**config.mk**
```make
export PLATFORM = sky130hd
export DESIGN_NAME = csel_sub_seq_flat
export DESIGN_NICKNAME = d
export VERILOG_FILES = /design/src/rtl/csel_sub_seq_if.sv /design/src/rtl/csel_sub_seq.sv /design/src/flat_wrapper.sv
export SDC_FILE = /design/constraint.sdc
export NUM_CORES = 1
export LEC_CHECK = 0
export CORE_ASPECT_RATIO = 0.75
export CORE_MARGIN = 2
export CORE_UTILIZATION = 35
export CTS_BUF_LIST = sky130_fd_sc_hd__clkbuf_4
export DETAILED_ROUTE_END_ITERATION = 10
export GPL_TIMING_DRIVEN = 0
export SYNTH_ARGS = -nofsm -noshare
export SYNTH_HDL_FRONTEND = slang
export SYNTH_SLANG_ARGS = --single-unit
export TNS_END_PERCENT = 5
```
**constraint.sdc**
```tcl
create_clock -name clk -period 6.3 [get_ports clk]
set_input_delay 1.575 -clock clk [delete_from_list [all_inputs] [get_ports clk]]
set_output_delay 1.575 -clock clk [all_outputs]
set_load 0.005 [all_outputs]
```
**src/rtl/csel_sub_seq_if.sv**
```systemverilog
// csel_sub_seq_if
//   Operand/result handshake bundle for the iterative carry-select subtractor.
//   Parameters: width (bits per slice), nslices (slice count); N = width*nslices.
//   Signals:
//     in_valid   master->slave  operands a, b valid
//     in_ready   slave->master  subtractor can accept operands
//     a, b       master->slave  N-bit unsigned minuend / subtrahend
//     out_valid  slave->master  d and borrow_out valid
//     out_ready  master->slave  consumer accepts the result
//     d          slave->master  N-bit difference
//     borrow_out slave->master  1 when a < b (unsigned)
interface csel_sub_seq_if #(
  parameter int width   = 8,
  parameter int nslices = 4
);
  logic                       in_valid;
  logic                       in_ready;
  logic [width*nslices-1:0]   a;
  logic [width*nslices-1:0]   b;
  logic                       out_valid;
  logic                       out_ready;
  logic [width*nslices-1:0]   d;
  logic                       borrow_out;

  modport master (
    output in_valid, a, b, out_ready,
    input  in_ready, out_valid, d, borrow_out
  );

  modport slave (
    input  in_valid, a, b, out_ready,
    output in_ready, out_valid, d, borrow_out
  );
endinterface

```
**src/rtl/csel_sub_seq.sv**
```systemverilog
// csel_sub_seq
//   Iterative carry-select subtractor: computes a - b over width*nslices bits,
//   one width-bit slice per cycle. Each slice is evaluated for both borrow-in
//   values and the registered borrow from the previous slice picks one.
//   Optional build macro: CSEL_SUB_SAT_EN -- when defined, a final borrow of 1
//   forces d to 0 on entry to DONE (borrow_out still reads 1).
//   Ports:
//     clk    rising-edge clock
//     rst_n  asynchronous active-low reset
//     bus    csel_sub_seq_if.slave (in_valid/in_ready/a/b, out_valid/out_ready/d/borrow_out)
module csel_sub_seq #(
  parameter int width   = 8,
  parameter int nslices = 4
) (
  input  logic            clk,
  input  logic            rst_n,
  csel_sub_seq_if.slave   bus
);
  localparam int N  = width * nslices;
  localparam int IW = (nslices > 1) ? $clog2(nslices) : 1;
  localparam logic [IW-1:0] LAST_IDX = IW'(nslices - 1);
  localparam logic [IW-1:0] ONE_IDX  = IW'(1);

  typedef enum logic [1:0] {
    IDLE = 2'd0,
    CALC = 2'd1,
    DONE = 2'd2
  } state_t;

  state_t          state_r, state_n;
  logic [N-1:0]    a_r, b_r, d_r;
  logic [IW-1:0]   idx_r;
  logic            borrow_r;
  logic            borrow_out_r;
  logic            in_ready_r;
  logic            out_valid_r;

  logic [width-1:0] a_slice_s, b_slice_s;
  logic [width:0]   d0_s, d1_s, sel_s;
  logic             borrow_n_s;
  logic             last_s;
  logic [N-1:0]     d_merge_s, d_calc_s;

  // Slice datapath, result merge and next-state decode.
  always_comb begin
    state_n   = state_r;
    a_slice_s = a_r[int'(idx_r)*width +: width];
    b_slice_s = b_r[int'(idx_r)*width +: width];
    // Both borrow-in hypotheses; a carry out of a + ~b (+1) means no borrow.
    d0_s       = {1'b0, a_slice_s} + {1'b0, ~b_slice_s} + {{width{1'b0}}, 1'b1};
    d1_s       = {1'b0, a_slice_s} + {1'b0, ~b_slice_s};
    sel_s      = borrow_r ? d1_s : d0_s;
    borrow_n_s = ~sel_s[width];
    last_s     = (idx_r == LAST_IDX);
    d_merge_s  = d_r;
    d_merge_s[int'(idx_r)*width +: width] = sel_s[width-1:0];
`ifdef CSEL_SUB_SAT_EN
    // Clamp to zero only once the whole-word borrow is known.
    d_calc_s = (last_s && borrow_n_s) ? {N{1'b0}} : d_merge_s;
`else
    d_calc_s = d_merge_s;
`endif
    case (state_r)
      IDLE: begin
        if (bus.in_valid) begin
          state_n = CALC;
        end else begin
          state_n = IDLE;
        end
      end
      CALC: begin
        if (last_s) begin
          state_n = DONE;
        end else begin
          state_n = CALC;
        end
      end
      DONE: begin
        if (bus.out_ready) begin
          state_n = IDLE;
        end else begin
          state_n = DONE;
        end
      end
      default: begin
        state_n = IDLE;
      end
    endcase
  end

  // State, operand, slice-index, borrow and result registers.
  always_ff @(posedge clk or negedge rst_n) begin
    if (!rst_n) begin
      state_r      <= IDLE;
      a_r          <= {N{1'b0}};
      b_r          <= {N{1'b0}};
      d_r          <= {N{1'b0}};
      idx_r        <= {IW{1'b0}};
      borrow_r     <= 1'b0;
      borrow_out_r <= 1'b0;
      in_ready_r   <= 1'b1;
      out_valid_r  <= 1'b0;
    end else begin
      state_r     <= state_n;
      // Handshake flags are registered copies of the next-state decode.
      in_ready_r  <= (state_n == IDLE);
      out_valid_r <= (state_n == DONE);
      case (state_r)
        IDLE: begin
          if (bus.in_valid) begin
            a_r      <= bus.a;
            b_r      <= bus.b;
            idx_r    <= {IW{1'b0}};
            borrow_r <= 1'b0;
          end
        end
        CALC: begin
          d_r      <= d_calc_s;
          borrow_r <= borrow_n_s;
          if (last_s) begin
            borrow_out_r <= borrow_n_s;
          end else begin
            idx_r <= idx_r + ONE_IDX;
          end
        end
        default: begin
        end
      endcase
    end
  end

  assign bus.in_ready   = in_ready_r;
  assign bus.out_valid  = out_valid_r;
  assign bus.d          = d_r;
  assign bus.borrow_out = borrow_out_r;
endmodule

```
**src/flat_wrapper.sv**
```systemverilog
// flat-port wrapper written by rule: the top's interface ports become plain ports
module csel_sub_seq_flat 
#(
  parameter int width   = 8,
  parameter int nslices = 4
)
  (clk, rst_n, bus_in_valid, bus_a, bus_b, bus_out_ready, bus_in_ready, bus_out_valid, bus_d, bus_borrow_out);
  csel_sub_seq_if #(.width(width), .nslices(nslices)) bus_i ();
  input  logic clk;
  input  logic rst_n;
  input wire logic [$bits(bus_i.in_valid)-1:0] bus_in_valid;
  input wire logic [$bits(bus_i.a)-1:0] bus_a;
  input wire logic [$bits(bus_i.b)-1:0] bus_b;
  input wire logic [$bits(bus_i.out_ready)-1:0] bus_out_ready;
  output wire logic [$bits(bus_i.in_ready)-1:0] bus_in_ready;
  output wire logic [$bits(bus_i.out_valid)-1:0] bus_out_valid;
  output wire logic [$bits(bus_i.d)-1:0] bus_d;
  output wire logic [$bits(bus_i.borrow_out)-1:0] bus_borrow_out;
  assign bus_i.in_valid = bus_in_valid;
  assign bus_i.a = bus_a;
  assign bus_i.b = bus_b;
  assign bus_i.out_ready = bus_out_ready;
  assign bus_in_ready = bus_i.in_ready;
  assign bus_out_valid = bus_i.out_valid;
  assign bus_d = bus_i.d;
  assign bus_borrow_out = bus_i.borrow_out;
  csel_sub_seq #(.width(width), .nslices(nslices)) u_core (.clk(clk), .rst_n(rst_n), .bus(bus_i));
endmodule
```
==> results_dict.tcl <==
set metrics [dict create \
    cts.sinks 104 \
    leakage_nw 2.62 \
    final_max_slew_viol_count 0 \
    powerDensity_mw_per_mm2 607 \
    cts_setup_buffers 0 \
    hp-class "flip-flop to flip-flop" \
    crit_arrival_ns 4.56 \
    initial_core_util 0.356 \
    port_buffers 102 \
    grt_pass1_vias 3524 \
    muxShareOfSynthArea 0.229 \
    setup-violations-final 0 \
    synth_top_cell_area_share 0.532 \
    relSlewSlack 0.556 \
    yosys.area_share.simple 0.0741 \
    path_cells "clkbuf_1 > clkbuf_1 > mux4_2 > ha_1 > fa_1 > a21o_1 > a221oi_2 > xnor2_1 > nand4_1 > xor2_1 > a22o_1" \
    die_w_um 140 \
    drtIter0Drc 102 \
    h-tree-depth 3 \
    critPathMaxFanout 10 \
    layout_commonest_cell "dfrtp_1" \
    synth-compound-area-share 0.0731 \
    reg2regPathDepth 11 \
    ctsResizeCount 0 \
    vias 3307 \
    required_ns 6.70 \
    synth_nets 449 \
    avgSynthCellArea_um2 13.3 \
    synth_top_family_by_area "multiplexers" \
    yosys_register_bits 104 \
    fillers 1264 \
    synth_edf_count 0 \
    max_freq_mhz 240 \
    rows 37 \
    grt_max_degree 72 \
    rsz0062_at_grt "false" \
    synthArstFlopShare 1.00 \
    path_clk_slew_ns 0.16 \
    core_mm2 0.0136 \
    antenna_left 0 \
    max-clock-path-buffers 2 \
    yosysTopAreaCell "dfrtp_1" \
    ys.flop_type "dfrtp_1" \
    p_comb_frac 0.609 \
    reg2reg_to "u_core.bus.d[15]" \
    drv_cap 0 \
    post-route-util 0.459 \
    worst_path_largest_cell_delay_ns 0.57 \
    synth_cell_types 44 \
    tightest_slew_ns 0.666 \
    crit_path_start_kind "flip-flop" \
    drive_gt1_frac 0.238 \
    antenna_found_initial 0 \
    crit_path_end_kind "flip-flop" \
    numCtsBuffers 9 \
    holdWs_ns 0.510 \
    finClkSkew_ns 0.0258 \
    p_int_mw 2.17 \
    p_sw_mw 1.62 \
    crit_slowest_cell "clkbuf_1" \
    peakVddDrop_uv 296 \
    status "finished clean" \
    dr.pass1.iters 4 \
    synth_adder_area_share 0.0429 \
    period_share 0.660 \
    grt_pass1_wl_um 18500 \
    synth_xor_xnor_area_share 0.0214 \
    nets 563 \
    drcViolationCount 0 \
    sw_frac_of_total 0.428 \
    track_usage 0.160 \
    drt-total-wl_um 10900 \
    yosys_warnings 0 \
    syn_to_final_growth_pct 29.0 \
    place_inst 643 \
    dp_hpwl_um 8340 \
    layoutNonFillerInstCount 659 \
    hold_viol 0 \
    synth.area.top_cells "dfrtp_1 53%, mux2_2 15%, mux4_2 7.4%, ha_1 3.9%, nand2_1 2.6%" \
    wire_per_inst_um 16.5 \
    grt-ovfl-total 0 \
    insertion_delay_ns 0.48 \
    cts_tree "yes" \
    rr_startpoint "u_core.idx_r[1]" \
    r2r_slack_ns 2.14 \
    period_needed_ns 4.16 \
    synth_cells 365 \
    synth_area_mm2 0.00484 \
    crit_type "flip-flop to flip-flop" \
    crit_end "u_core.bus.d[15]" \
    die_h_um 106 \
    hold_buffers 0 \
    crit_start "u_core.idx_r[1]" \
    place_congestion 0.735 \
    ioPinCount 103 \
    layout_common_cells "103 x dfrtp_1, 101 x clkdlybuf4s50_1, 64 x mux2_2" \
    ys_seq_area_frac 0.538 \
    via_per_inst 5.02 \
    diodes 0 \
    pwr-share-seq 0.299 \
    die_area_mm2 0.0148 \
    pwr-share-clk 0.093 \
    clockRootBuffer "clkbuf_4" \
    cpMostUsedCell "clkbuf_1" \
]
sequential cells by signal, indices dropped and copies added, names as in the netlist:
register,flops
u_core.bus.out_valid,1
u_core.b_r,32
u_core.state_r,2
u_core.a_r,32
u_core.borrow_r,1
u_core.idx_r,2
u_core.bus.d,32
u_core.bus.in_ready,1
u_core.bus.borrow_out,1
per-stage QoR:
step,power (mW),setup TNS [ns],cell area [µm²],worst slack (ns)
final,3.80,0,6250,2.14
after global routing,4.13,0,6250,1.82
after CTS,3.83,0,6250,2.09
after detailed placement,3.48,0,6110,2.12
after global placement,3.40,-18.50,6080,-0.190
after floorplan,2.78,0,4840,2.74
metal layers:
metal | track usage | vias to the layer above | wire length, µm
met5 | 0 | - | 0
met2 | 0.252 | 93 | 4980
met4 | 0.0386 | 0 | 92
met1 | 0.217 | 1660 | 5240
li1 | - | 1546 | -
met3 | 0.0477 | 8 | 595
synthesized netlist by cell type (3+ instances only):
library cell  count
dfrtp_1         103
mux2_2           64
nand2_1          34
mux4_2           16
ha_1             15
o21ai_1          15
o21ai_0          14
inv_1            13
nor2_1           11
a22o_1            8
buf_2             8
xor2_1            6
a21oi_1           4
clkbuf_1          4
nand3_1           4
nand4_1           4
xnor2_1           4
mux2i_1           3
nand2b_1          3
critical path: cells and delay by family, from the launching register on:
kind / cells / cell delay [ns]
flip-flops: 1 / 0.44
adder cells (fa/ha/maj): 2 / 0.67
multiplexers: 1 / 0.42
XOR/XNOR: 2 / 0.64
AND/OR/NAND/NOR: 1 / 0.15
AO/OA/AOI/OAI: 3 / 0.73
buffers and inverters: 2 / 1.03
logic make-up (layout without fill, tap and decap cells):
family	after synthesis	in the layout
flip-flops	104	104
multiplexers	83	83
AND/OR/NAND/NOR	73	73
AO/OA/AOI/OAI	53	53
buffers and inverters	25	144
adder cells (fa/ha/maj)	16	16
XOR/XNOR	11	11
power by group through the flow:
stage	Clock, mW	Sequential, mW	Combinational [mW]
5_1_grt	0.393	1.18	2.56
4_1_cts	0.364	1.14	2.33
3_3_place_gp	0	1.14	2.27
3_5_place_dp	0	1.16	2.33
2_1_floorplan	0	1.10	1.68
6_report	0.352	1.13	2.31
worst min-delay path by stage:
stage | from | endpoint | slack [ns] | cells after the start
6_report | u_core.bus.d[9] | u_core.bus.d[9] | 0.51 | 2
5_1_grt | u_core.bus.d[17] | u_core.bus.d[17] | 0.54 | 2
4_1_cts | u_core.bus.d[1] | u_core.bus.d[1] | 0.51 | 2
3_5_place_dp | u_core.bus.d[1] | u_core.bus.d[1] | 0.48 | 2
3_3_place_gp | u_core.bus.d[18] | u_core.bus.d[18] | 0.47 | 2
2_1_floorplan | u_core.bus.d[0] | u_core.bus.d[0] | 0.47 | 2
area by class of cell:
class	count	area [µm²]	area share
flip-flops and latches	104	2600	0.417
clock inverters	6	65.1	0.0104
repair buffers	103	1050	0.167
inverters	13	48.8	0.00781
clock buffers	10	75.1	0.0120
plain buffers	12	55.1	0.00881
well taps	175	219	0.0350
multi-input cells	236	2140	0.342
(Power assumes the default switching activity.)
